File: src/rtl/seq_ctrl_fsm_if.sv
// Sequencer bus: IR fields and status into the controller, datapath enables out.
// The master side drives the instruction fields; the slave side is seq_ctrl_fsm.
interface seq_ctrl_fsm_if #(
  parameter int ADDR_W = 7
);
  logic [ADDR_W-1:0] ADDR;
  logic [3:0]        OPCODE;
  logic              I_FLAG;
  logic [3:0]        ALU_FLAGS;
  logic              MEM_WAIT;

  logic [2:0]        PHASE;
  logic              IR_EN;
  logic              A_EN;
  logic              B_EN;
  logic              PDR_EN;
  logic              PORT_EN;
  logic              PORT_RD;
  logic              PC_EN;
  logic              PC_LOAD;
  logic              ALU_EN;
  logic              ALU_OE;
  logic              RAM_OE;
  logic              RDR_EN;
  logic              RAM_CS;
  logic              ILLEGAL;

  modport master (
    output ADDR, OPCODE, I_FLAG, ALU_FLAGS, MEM_WAIT,
    input  PHASE, IR_EN, A_EN, B_EN, PDR_EN, PORT_EN, PORT_RD, PC_EN, PC_LOAD,
           ALU_EN, ALU_OE, RAM_OE, RDR_EN, RAM_CS, ILLEGAL
  );

  modport slave (
    input  ADDR, OPCODE, I_FLAG, ALU_FLAGS, MEM_WAIT,
    output PHASE, IR_EN, A_EN, B_EN, PDR_EN, PORT_EN, PORT_RD, PC_EN, PC_LOAD,
           ALU_EN, ALU_OE, RAM_OE, RDR_EN, RAM_CS, ILLEGAL
  );
endinterface

File: src/rtl/seq_ctrl_fsm.sv
// Registered phase sequencer for the Simple RISC-Y core: FETCH/DECODE/EXECUTE/UPDATE plus HALT.
// Define SEQ_CTRL_WAIT_EN to let MEM_WAIT stretch EXECUTE for RAM-touching instructions.
module seq_ctrl_fsm #(
  parameter int ADDR_W     = 7,
  parameter int REG_A_ADDR = 64,
  parameter int REG_B_ADDR = 65,
  parameter int PDR_ADDR   = 66,
  parameter int PORT_ADDR  = 67,
  parameter int RAM_LO     = 32,
  parameter int RAM_HI     = 63
) (
  input  logic          CLK,
  input  logic          RST,
  seq_ctrl_fsm_if.slave bus
);

  localparam logic [ADDR_W-1:0] A_ADDR_C    = ADDR_W'(REG_A_ADDR);
  localparam logic [ADDR_W-1:0] B_ADDR_C    = ADDR_W'(REG_B_ADDR);
  localparam logic [ADDR_W-1:0] PDR_ADDR_C  = ADDR_W'(PDR_ADDR);
  localparam logic [ADDR_W-1:0] PORT_ADDR_C = ADDR_W'(PORT_ADDR);
  localparam logic [ADDR_W-1:0] RAM_LO_C    = ADDR_W'(RAM_LO);
  localparam logic [ADDR_W-1:0] RAM_HI_C    = ADDR_W'(RAM_HI);

  localparam logic [3:0] OP_LOAD  = 4'h0;
  localparam logic [3:0] OP_STORE = 4'h1;
  localparam logic [3:0] OP_B     = 4'h8;
  localparam logic [3:0] OP_BZ    = 4'h9;
  localparam logic [3:0] OP_BN    = 4'hA;
  localparam logic [3:0] OP_BV    = 4'hB;
  localparam logic [3:0] OP_BC    = 4'hC;
  localparam logic [3:0] OP_UND_D = 4'hD;
  localparam logic [3:0] OP_UND_E = 4'hE;
  localparam logic [3:0] OP_HALT  = 4'hF;

  typedef enum logic [2:0] {
    S_IDLE    = 3'd0,
    S_FETCH   = 3'd1,
    S_DECODE  = 3'd2,
    S_EXECUTE = 3'd3,
    S_UPDATE  = 3'd4,
    S_HALT    = 3'd5
  } state_t;

  state_t              state_q, state_d;
  logic [3:0]          opcode_q, opcode_d;
  logic [ADDR_W-1:0]   addr_q, addr_d;
  logic                iflag_q, iflag_d;
  logic                branch_q, branch_d;
  logic                illegal_q, illegal_d;

  logic is_load, is_store, is_alu, is_undef;
  logic load_ok, port_hit, ram_hit, illegal_op, stretch;

  // ALU_FLAGS layout is {OF, SF, ZF, CF}.
  function automatic logic branch_taken(input logic [3:0] op, input logic [3:0] flags);
    case (op)
      OP_B:    branch_taken = 1'b1;
      OP_BZ:   branch_taken = flags[1];
      OP_BN:   branch_taken = flags[2];
      OP_BV:   branch_taken = flags[3];
      OP_BC:   branch_taken = flags[0];
      default: branch_taken = 1'b0;
    endcase
  endfunction

  always_comb begin
    is_load    = (opcode_q == OP_LOAD);
    is_store   = (opcode_q == OP_STORE);
    is_alu     = (opcode_q >= 4'h2) && (opcode_q <= 4'h7);
    is_undef   = (opcode_q == OP_UND_D) || (opcode_q == OP_UND_E);
    load_ok    = (addr_q == A_ADDR_C) || (addr_q == B_ADDR_C) ||
                 (addr_q == PDR_ADDR_C) || (addr_q == PORT_ADDR_C);
    port_hit   = (addr_q == PORT_ADDR_C);
    ram_hit    = (addr_q >= RAM_LO_C) && (addr_q <= RAM_HI_C);
    illegal_op = (is_load && !load_ok) || (is_store && !port_hit && !ram_hit) || is_undef;
  end

`ifdef SEQ_CTRL_WAIT_EN
  // Only instructions that actually touch the RAM may be held by a wait-state.
  logic wait_ok;
  assign wait_ok = (is_load && load_ok && !iflag_q) || (is_store && ram_hit);
  assign stretch = wait_ok && bus.MEM_WAIT;
`else
  logic unused_mem_wait;
  assign unused_mem_wait = bus.MEM_WAIT;
  assign stretch         = 1'b0;
`endif

  always_comb begin
    state_d   = state_q;
    opcode_d  = opcode_q;
    addr_d    = addr_q;
    iflag_d   = iflag_q;
    branch_d  = branch_q;
    illegal_d = illegal_q;
    case (state_q)
      S_IDLE:   state_d = S_FETCH;
      S_FETCH:  state_d = S_DECODE;
      S_DECODE: begin
        opcode_d = bus.OPCODE;
        addr_d   = bus.ADDR;
        iflag_d  = bus.I_FLAG;
        branch_d = branch_taken(bus.OPCODE, bus.ALU_FLAGS);
        state_d  = (bus.OPCODE == OP_HALT) ? S_HALT : S_EXECUTE;
      end
      S_EXECUTE: begin
        if (!stretch) begin
          state_d   = S_UPDATE;
          illegal_d = illegal_q | illegal_op;
        end
      end
      S_UPDATE: state_d = S_FETCH;
      S_HALT:   state_d = S_HALT;
      default:  state_d = S_IDLE;
    endcase
  end

  always_ff @(posedge CLK or posedge RST) begin
    if (RST) begin
      state_q   <= S_IDLE;
      opcode_q  <= '0;
      addr_q    <= '0;
      iflag_q   <= 1'b0;
      branch_q  <= 1'b0;
      illegal_q <= 1'b0;
    end else begin
      state_q   <= state_d;
      opcode_q  <= opcode_d;
      addr_q    <= addr_d;
      iflag_q   <= iflag_d;
      branch_q  <= branch_d;
      illegal_q <= illegal_d;
    end
  end

  // Outputs depend only on registered state, so reset forces the idle word immediately.
  always_comb begin
    bus.PHASE   = state_q;
    bus.ILLEGAL = illegal_q;
    bus.IR_EN   = 1'b0;
    bus.A_EN    = 1'b0;
    bus.B_EN    = 1'b0;
    bus.PDR_EN  = 1'b0;
    bus.PORT_EN = 1'b0;
    bus.PORT_RD = 1'b0;
    bus.PC_EN   = 1'b0;
    bus.PC_LOAD = 1'b0;
    bus.ALU_EN  = 1'b0;
    bus.ALU_OE  = 1'b0;
    bus.RAM_OE  = 1'b0;
    bus.RDR_EN  = 1'b0;
    bus.RAM_CS  = 1'b1;
    case (state_q)
      S_FETCH: begin
        bus.IR_EN  = 1'b1;
        bus.RAM_OE = 1'b1;
        bus.RAM_CS = 1'b0;
      end
      S_EXECUTE: begin
        if (is_load && load_ok) begin
          bus.A_EN    = (addr_q == A_ADDR_C);
          bus.B_EN    = (addr_q == B_ADDR_C);
          bus.PDR_EN  = (addr_q == PDR_ADDR_C);
          bus.PORT_EN = (addr_q == PORT_ADDR_C);
          if (!iflag_q) begin
            bus.RAM_OE = 1'b1;
            bus.RAM_CS = 1'b0;
          end
        end else if (is_store && port_hit) begin
          bus.PORT_RD = 1'b1;
        end else if (is_store && ram_hit) begin
          bus.ALU_OE = 1'b1;
          bus.RAM_CS = 1'b0;
        end else if (is_alu) begin
          bus.ALU_EN = 1'b1;
        end
      end
      S_UPDATE: begin
        bus.PC_EN   = 1'b1;
        bus.PC_LOAD = branch_q;
      end
      default: ;
    endcase
  end

endmodule

File: src/flat_wrapper.sv
// flat-port wrapper written by rule: the top's interface ports become plain ports
module seq_ctrl_fsm_flat 
#(
  parameter int ADDR_W     = 7,
  parameter int REG_A_ADDR = 64,
  parameter int REG_B_ADDR = 65,
  parameter int PDR_ADDR   = 66,
  parameter int PORT_ADDR  = 67,
  parameter int RAM_LO     = 32,
  parameter int RAM_HI     = 63
)
  (CLK, RST, bus_ADDR, bus_OPCODE, bus_I_FLAG, bus_ALU_FLAGS, bus_MEM_WAIT, bus_PHASE, bus_IR_EN, bus_A_EN, bus_B_EN, bus_PDR_EN, bus_PORT_EN, bus_PORT_RD, bus_PC_EN, bus_PC_LOAD, bus_ALU_EN, bus_ALU_OE, bus_RAM_OE, bus_RDR_EN, bus_RAM_CS, bus_ILLEGAL);
  seq_ctrl_fsm_if #(.ADDR_W(ADDR_W)) bus_i ();
  input  logic CLK;
  input  logic RST;
  input wire logic [$bits(bus_i.ADDR)-1:0] bus_ADDR;
  input wire logic [$bits(bus_i.OPCODE)-1:0] bus_OPCODE;
  input wire logic [$bits(bus_i.I_FLAG)-1:0] bus_I_FLAG;
  input wire logic [$bits(bus_i.ALU_FLAGS)-1:0] bus_ALU_FLAGS;
  input wire logic [$bits(bus_i.MEM_WAIT)-1:0] bus_MEM_WAIT;
  output wire logic [$bits(bus_i.PHASE)-1:0] bus_PHASE;
  output wire logic [$bits(bus_i.IR_EN)-1:0] bus_IR_EN;
  output wire logic [$bits(bus_i.A_EN)-1:0] bus_A_EN;
  output wire logic [$bits(bus_i.B_EN)-1:0] bus_B_EN;
  output wire logic [$bits(bus_i.PDR_EN)-1:0] bus_PDR_EN;
  output wire logic [$bits(bus_i.PORT_EN)-1:0] bus_PORT_EN;
  output wire logic [$bits(bus_i.PORT_RD)-1:0] bus_PORT_RD;
  output wire logic [$bits(bus_i.PC_EN)-1:0] bus_PC_EN;
  output wire logic [$bits(bus_i.PC_LOAD)-1:0] bus_PC_LOAD;
  output wire logic [$bits(bus_i.ALU_EN)-1:0] bus_ALU_EN;
  output wire logic [$bits(bus_i.ALU_OE)-1:0] bus_ALU_OE;
  output wire logic [$bits(bus_i.RAM_OE)-1:0] bus_RAM_OE;
  output wire logic [$bits(bus_i.RDR_EN)-1:0] bus_RDR_EN;
  output wire logic [$bits(bus_i.RAM_CS)-1:0] bus_RAM_CS;
  output wire logic [$bits(bus_i.ILLEGAL)-1:0] bus_ILLEGAL;
  assign bus_i.ADDR = bus_ADDR;
  assign bus_i.OPCODE = bus_OPCODE;
  assign bus_i.I_FLAG = bus_I_FLAG;
  assign bus_i.ALU_FLAGS = bus_ALU_FLAGS;
  assign bus_i.MEM_WAIT = bus_MEM_WAIT;
  assign bus_PHASE = bus_i.PHASE;
  assign bus_IR_EN = bus_i.IR_EN;
  assign bus_A_EN = bus_i.A_EN;
  assign bus_B_EN = bus_i.B_EN;
  assign bus_PDR_EN = bus_i.PDR_EN;
  assign bus_PORT_EN = bus_i.PORT_EN;
  assign bus_PORT_RD = bus_i.PORT_RD;
  assign bus_PC_EN = bus_i.PC_EN;
  assign bus_PC_LOAD = bus_i.PC_LOAD;
  assign bus_ALU_EN = bus_i.ALU_EN;
  assign bus_ALU_OE = bus_i.ALU_OE;
  assign bus_RAM_OE = bus_i.RAM_OE;
  assign bus_RDR_EN = bus_i.RDR_EN;
  assign bus_RAM_CS = bus_i.RAM_CS;
  assign bus_ILLEGAL = bus_i.ILLEGAL;
  seq_ctrl_fsm #(.ADDR_W(ADDR_W), .REG_A_ADDR(REG_A_ADDR), .REG_B_ADDR(REG_B_ADDR), .PDR_ADDR(PDR_ADDR), .PORT_ADDR(PORT_ADDR), .RAM_LO(RAM_LO), .RAM_HI(RAM_HI)) u_core (.CLK(CLK), .RST(RST), .bus(bus_i));
endmodule
File: config.mk
export PLATFORM = sky130hd
export DESIGN_NAME = seq_ctrl_fsm_flat
export DESIGN_NICKNAME = d
export VERILOG_FILES = /design/src/rtl/seq_ctrl_fsm_if.sv /design/src/rtl/seq_ctrl_fsm.sv /design/src/flat_wrapper.sv
export SDC_FILE = /design/constraint.sdc
export NUM_CORES = 1
export LEC_CHECK = 0
export CAP_MARGIN = 10
export CORE_MARGIN = 3
export CORE_UTILIZATION = 45
export CTS_CLUSTER_SIZE = 40
export DETAILED_ROUTE_END_ITERATION = 10
export PLACE_DENSITY = 0.9
export SLEW_MARGIN = 30
export SYNTH_ARGS = -nofsm -noshare
export SYNTH_HDL_FRONTEND = slang
export SYNTH_SLANG_ARGS = --single-unit
File: constraint.sdc
create_clock -name CLK -period 2.9 [get_ports CLK]
set_input_delay 0.58 -clock CLK [delete_from_list [all_inputs] [get_ports CLK]]
set_output_delay 0.58 -clock CLK [all_outputs]
set_load 0.005 [all_outputs]
Word-level counts from Yosys, hierarchy flattened
Cells that the tools add are included.
- logic and storage cells: 83
- memories kept: 0
- bits in writable memories: 0
- bits in latches: 0
- input bits: 19
- register bits after elaboration: 17
- memory bits (read-only): 0
- output and inout bits: 17
- shift-type cells: 0
- multiply operators: 0
- divide/modulo/power cells: 0
- equality and inequality tests: 18
- reduce and logical (&&, ||, !) cells: 20
- bitwise gates (word level): 1
- mux-type cells: 34
- add/subtract/negate cells: 0
- magnitude comparators: 4
- operator list (cell ; number):
    $eq 4x4->1 const B ; 8
    $mux 1 ; 29
    $eq 7x7->1 const B ; 4
    $pmux 3 s5 ; 1
    $logic_and 1x1->1 ; 8
    $ge 7x6->1 const B ; 1
    $le 7x6->1 const B ; 1
    $eq 3x2->1 const B ; 2
    $eq 3x3->1 const B ; 2
    $logic_or 1x1->1 ; 6
    $pmux 1 s5 ; 1
    $eq 4x1->1 const B ; 1
    $ge 4x2->1 const B ; 1
    $le 4x3->1 const B ; 1
    $logic_not 4->1 ; 1
    $pmux 1 s2 ; 2
    $eq 3x1->1 const B ; 1
    $logic_not 1->1 ; 3
    $logic_not 3->1 ; 1
    $mux 3 ; 1
    $reduce_or 2->1 ; 1
    $or 1x1->1 ; 1

Longest topological paths before layout
Gate-level depths: netlist (run 1).
- depth after elaboration: 9
- mapped depth: 5

Worst setup path before layout (run 1)
Ideal clock, no wire load.
- kind: flip-flop to output port
- start point: register u_core.state_q[2], in the netlist u_core.bus.PHASE[2]
- end point: output bus_RAM_CS
- setup slack: 991 ps
- buffers on the path: 0
- cell stages (with the launch flop): 4
- arrival time: 1329 ps
- cells stage by stage: dfrtp_1 > or4_4 > o41ai_4 > nor2_2
- cells in the longest elaborated chain, start to end: 2
- elaborated cells on any way between the ends: 3
- classes of those cells: 2 x eq/ne; 1 x mux
- ends and longest elaborated chain (what ; line ; text):
    start, declared ; seq_ctrl_fsm.sv:44 ; state_t state_q, state_d;
    start signal, assigned ; seq_ctrl_fsm.sv:127 ; state_q <= state_d;
    $eq 3x2->1 / $eq 3x1->1 (equally long branches) ; seq_ctrl_fsm.sv:153 ; case (state_q)
    $pmux 1 s2 * ; seq_ctrl_fsm.sv:153 ;
    end, declared ; flat_wrapper.sv:34 ; output wire logic [$bits(bus_i.RAM_CS)-1:0] bus_RAM_CS;
Every way passes the cells marked *; elsewhere a longest branch is shown, timed or not.

Final worst setup path (run 1)
- start point: register u_core.state_q[2], in the netlist u_core.bus.PHASE[2]
- end point: output bus_A_EN
- cells in the longest elaborated chain, start to end: 2
- ends and longest elaborated chain (what ; line ; text):
    $eq 3x2->1 ; seq_ctrl_fsm.sv:153 ;
    $mux 1 ; seq_ctrl_fsm.sv:153 ;
    end, declared ; flat_wrapper.sv:23 ; output wire logic [$bits(bus_i.A_EN)-1:0] bus_A_EN;
No other way between the ends.

==> run metrics, run 1 <==
Hold Crit Class=flop to flop; Num CTS Buffers=3; via-per-instance ratio=5.566; Post-DP HPWL=1.606 mm; Initial DRC Count=12; synthesis-stage register bit count=17; mapped cell area=915.9 um2; Setup Viol. Count Final=0; outcome=finished clean; clock sinks=17; layout cells sized above 1=21.67%; Yosys top cell area share=46.45%; TritonCTS clock tree=done; grt ovf=0; Area Overhead vs Synth=42.76%; Worst Max-Slew Pin Slew=648.9 ps; H-Tree Depth=1; clk_skew=3.056 ps; number of port buffers=33; ys flop type=dfrtp_1; CP Data Arrival Time=2200 ps; asr flop ratio synth=100.0%; Die ar.=2613 um2; row cnt=15; Worst Setup End Kind=output pin; crit path max fanout=9; Post-synth EDFFs=0; post-synthesis cell type with the largest combined area=dfrtp_1; total global-route track usage=17.16%; Filler cells=149; Residual DRC=0; area occupied by multi-input gates=465.4 um2; Pins Over Slew Limit=0; I/O Pins=36; Synth Net Count=104; Setup CP Type=flop to output pin; Yosys cell types=34; Reg area=426.7 um2; largest net degree at the start of global routing=18; FMAX=360.2 MHz; first-pass GRT wire length=3.374 mm; Detailed Route WL=2.077 mm; LEAKAGE=0.5270 nW; Max-cap violations=0; CTS Root Cell=clkbuf_4; Yosys warnings=0; clock transition at the registers of the reported paths=100 ps; setup total negative slack=0 ps; post-synthesis sequential area ratio=46.45%; count of mapped cells out of synthesis=85; drt first pass iters=4; worst vdd ir=0.5625 mV; routed len/inst=14.32 um; via count=807; Commonest cells post-synth=17 x dfrtp_1, 11 x mux2_2, 5 x o21ai_0; DIE WIDTH=51.12 um; most frequent cell after synthesis=dfrtp_1; Final Non-Filler Cells=145; pre-CTS setup slack=365.4 ps; ANT cells=0; clk_lat worst skew=290 ps; Tmin final=2776 ps; initial antenna violation count=0; Worst Path Required=2320 ps; Routed Antenna Nets=0; Layout Nets=140; pwr dens=859.2 nW/um2; worst rel slew slack=56.69%; Post-Place Cells=140; Die Y=51.12 um; Starting Density=50.31%; syn_area_per_cell=10.78 um2; GPL Wtd Cong=0.7663; number of global-route vias before repair=775; clock tree buffer depth=2; Final Cycle Share=95.73%; largest cells by area after synthesis=dfrtp_1 46%, mux2_2 14%, o41ai_4 3.0%; Fin. Hold Viols=0; min setup slack post-route=123.9 ps; CP startpoint kind=flop; Core Footprint=1821 um2
==> report_power, final <==
part	leakage, nW	internal [mW]	switching [mW]	total, mW
Clock	0.0177	0.0513	0.0741	0.125
Sequential	0.199	0.355	0.138	0.493
Combinational	0.310	0.306	0.199	0.505
Total	0.527	0.712	0.411	1.12
==> critical path: stages, from the launching register on <==
cell             delay (ps)
dfrtp_2                 470
and2b_1                 250
nand4_1                 190
nor3_2                  280
nor3b_2                 200
clkdlybuf4s50_1         520
==> layout by cell type, fill, tap and decap left out, drive strengths merged <==
master,synthesis,routed
buf,3,2
o21ai,5,5
nand3,2,2
nor3,5,5
and4,1,1
a21oi,2,2
nor4,2,2
clkdlybuf4s50,0,33
and2,2,2
inv,3,3
a31oi,1,1
o41ai,1,1
nor2b,1,1
xor2,1,1
nor3b,2,2
mux2,11,11
and3b,2,2
mux2i,1,1
conb,1,1
nand2b,3,3
a211oi,1,1
nand3b,1,1
o31ai,2,2
or3b,1,1
and3,1,1
or4,1,1
clkbuf,1,3
nand4,1,1
dfrtp,17,17
nand2,4,4
clkinv,0,1
nor2,5,5
and2b,1,1
==> cell type report <==
| type | count | area share, % |
|---|---|---|
| flip-flops and latches | 17 | 32.63 |
| well taps | 25 | 2.392 |
| multi-input cells | 61 | 35.60 |
| inverters | 3 | 0.8612 |
| clock inverters | 1 | 0.3828 |
| repair buffers | 35 | 26.41 |
| clock buffers | 3 | 1.722 |
==> worst paths after layout <==
| kind | start | endpoint | slack, ps | depth (start not counted) |
|---|---|---|---|---|
| setup / recovery | u_core.bus.PHASE[2]$_DFF_PP0_ | bus_A_EN | 120 | 5 |
| hold / removal | u_core.bus.ILLEGAL$_DFFE_PP0P_ | u_core.bus.ILLEGAL$_DFFE_PP0P_ | 500 | 2 |
| setup reg to reg | u_core.bus.PHASE[2]$_DFF_PP0_ | u_core.iflag_q$_DFFE_PP0P_ | 1160 | 3 |
| hold reg to reg | u_core.bus.ILLEGAL$_DFFE_PP0P_ | u_core.bus.ILLEGAL$_DFFE_PP0P_ | 500 | 2 |
| max in group asynchronous | RST | u_core.bus.PHASE[2]$_DFF_PP0_ | 1770 | 2 |
| min in group asynchronous | RST | u_core.addr_q[0]$_DFFE_PP0P_ | 670 | 2 |
==> registers in the layout (all words and copies together) (netlist names) <==
name                count
u_core.addr_q           7
u_core.branch_q         1
u_core.iflag_q          1
u_core.bus.ILLEGAL      1
u_core.bus.PHASE        3
u_core.opcode_q         4
==> timing repair <==
item | 4_1_cts | 5_1_grt
setup buffers | 0 | 1
endpoints found under the setup margin | 0 | 3
resized for setup | 0 | 3
endpoints found under the hold margin | 0 | 0
hold buffers | 0 | 0
==> metrics by stage <==
step	cell area, um2	power [mW]	utilization [%]	hold slack [ps]
2_1_floorplan	915.9	0.7812	-	464.3
3_3_place_gp	1261	0.9648	69.28	485.0
3_5_place_dp	1261	0.9963	69.28	478.4
4_1_cts	1289	1.120	70.79	507.0
5_1_grt	1308	1.209	71.82	551.9
6_report	1308	1.123	71.82	501.9
==> layer usage <==
layer	vias to the layer above	wire [um]	track usage [%]
met1	399	864	19.81
met4	0	24	6.278
met3	4	121	2.915
met2	28	1066	31.33
met5	-	0	0
li1	376	-	-
==> cell families after synthesis <==
family | synth area share, %
buffers and inverters | 3.824
multiplexers | 14.62
AO/OA/AOI/OAI | 9.973
XOR/XNOR | 0.9565
other | 0.4094
AND/OR/NAND/NOR | 23.77
flip-flops | 46.45
Power figures use the tool's default switching activity.
==> run 2: changes to the inputs <==
CAP_MARGIN = 20   (was 10)
==> results of run 2 <==
No change in the layout: final DEF, timing and power equal those of run 1.
==> run 3: changes to the inputs <==
HOLD_SLACK_MARGIN = 0.05   (was default)
==> results of run 3 <==
No change in the layout: final DEF, timing and power equal those of run 1.
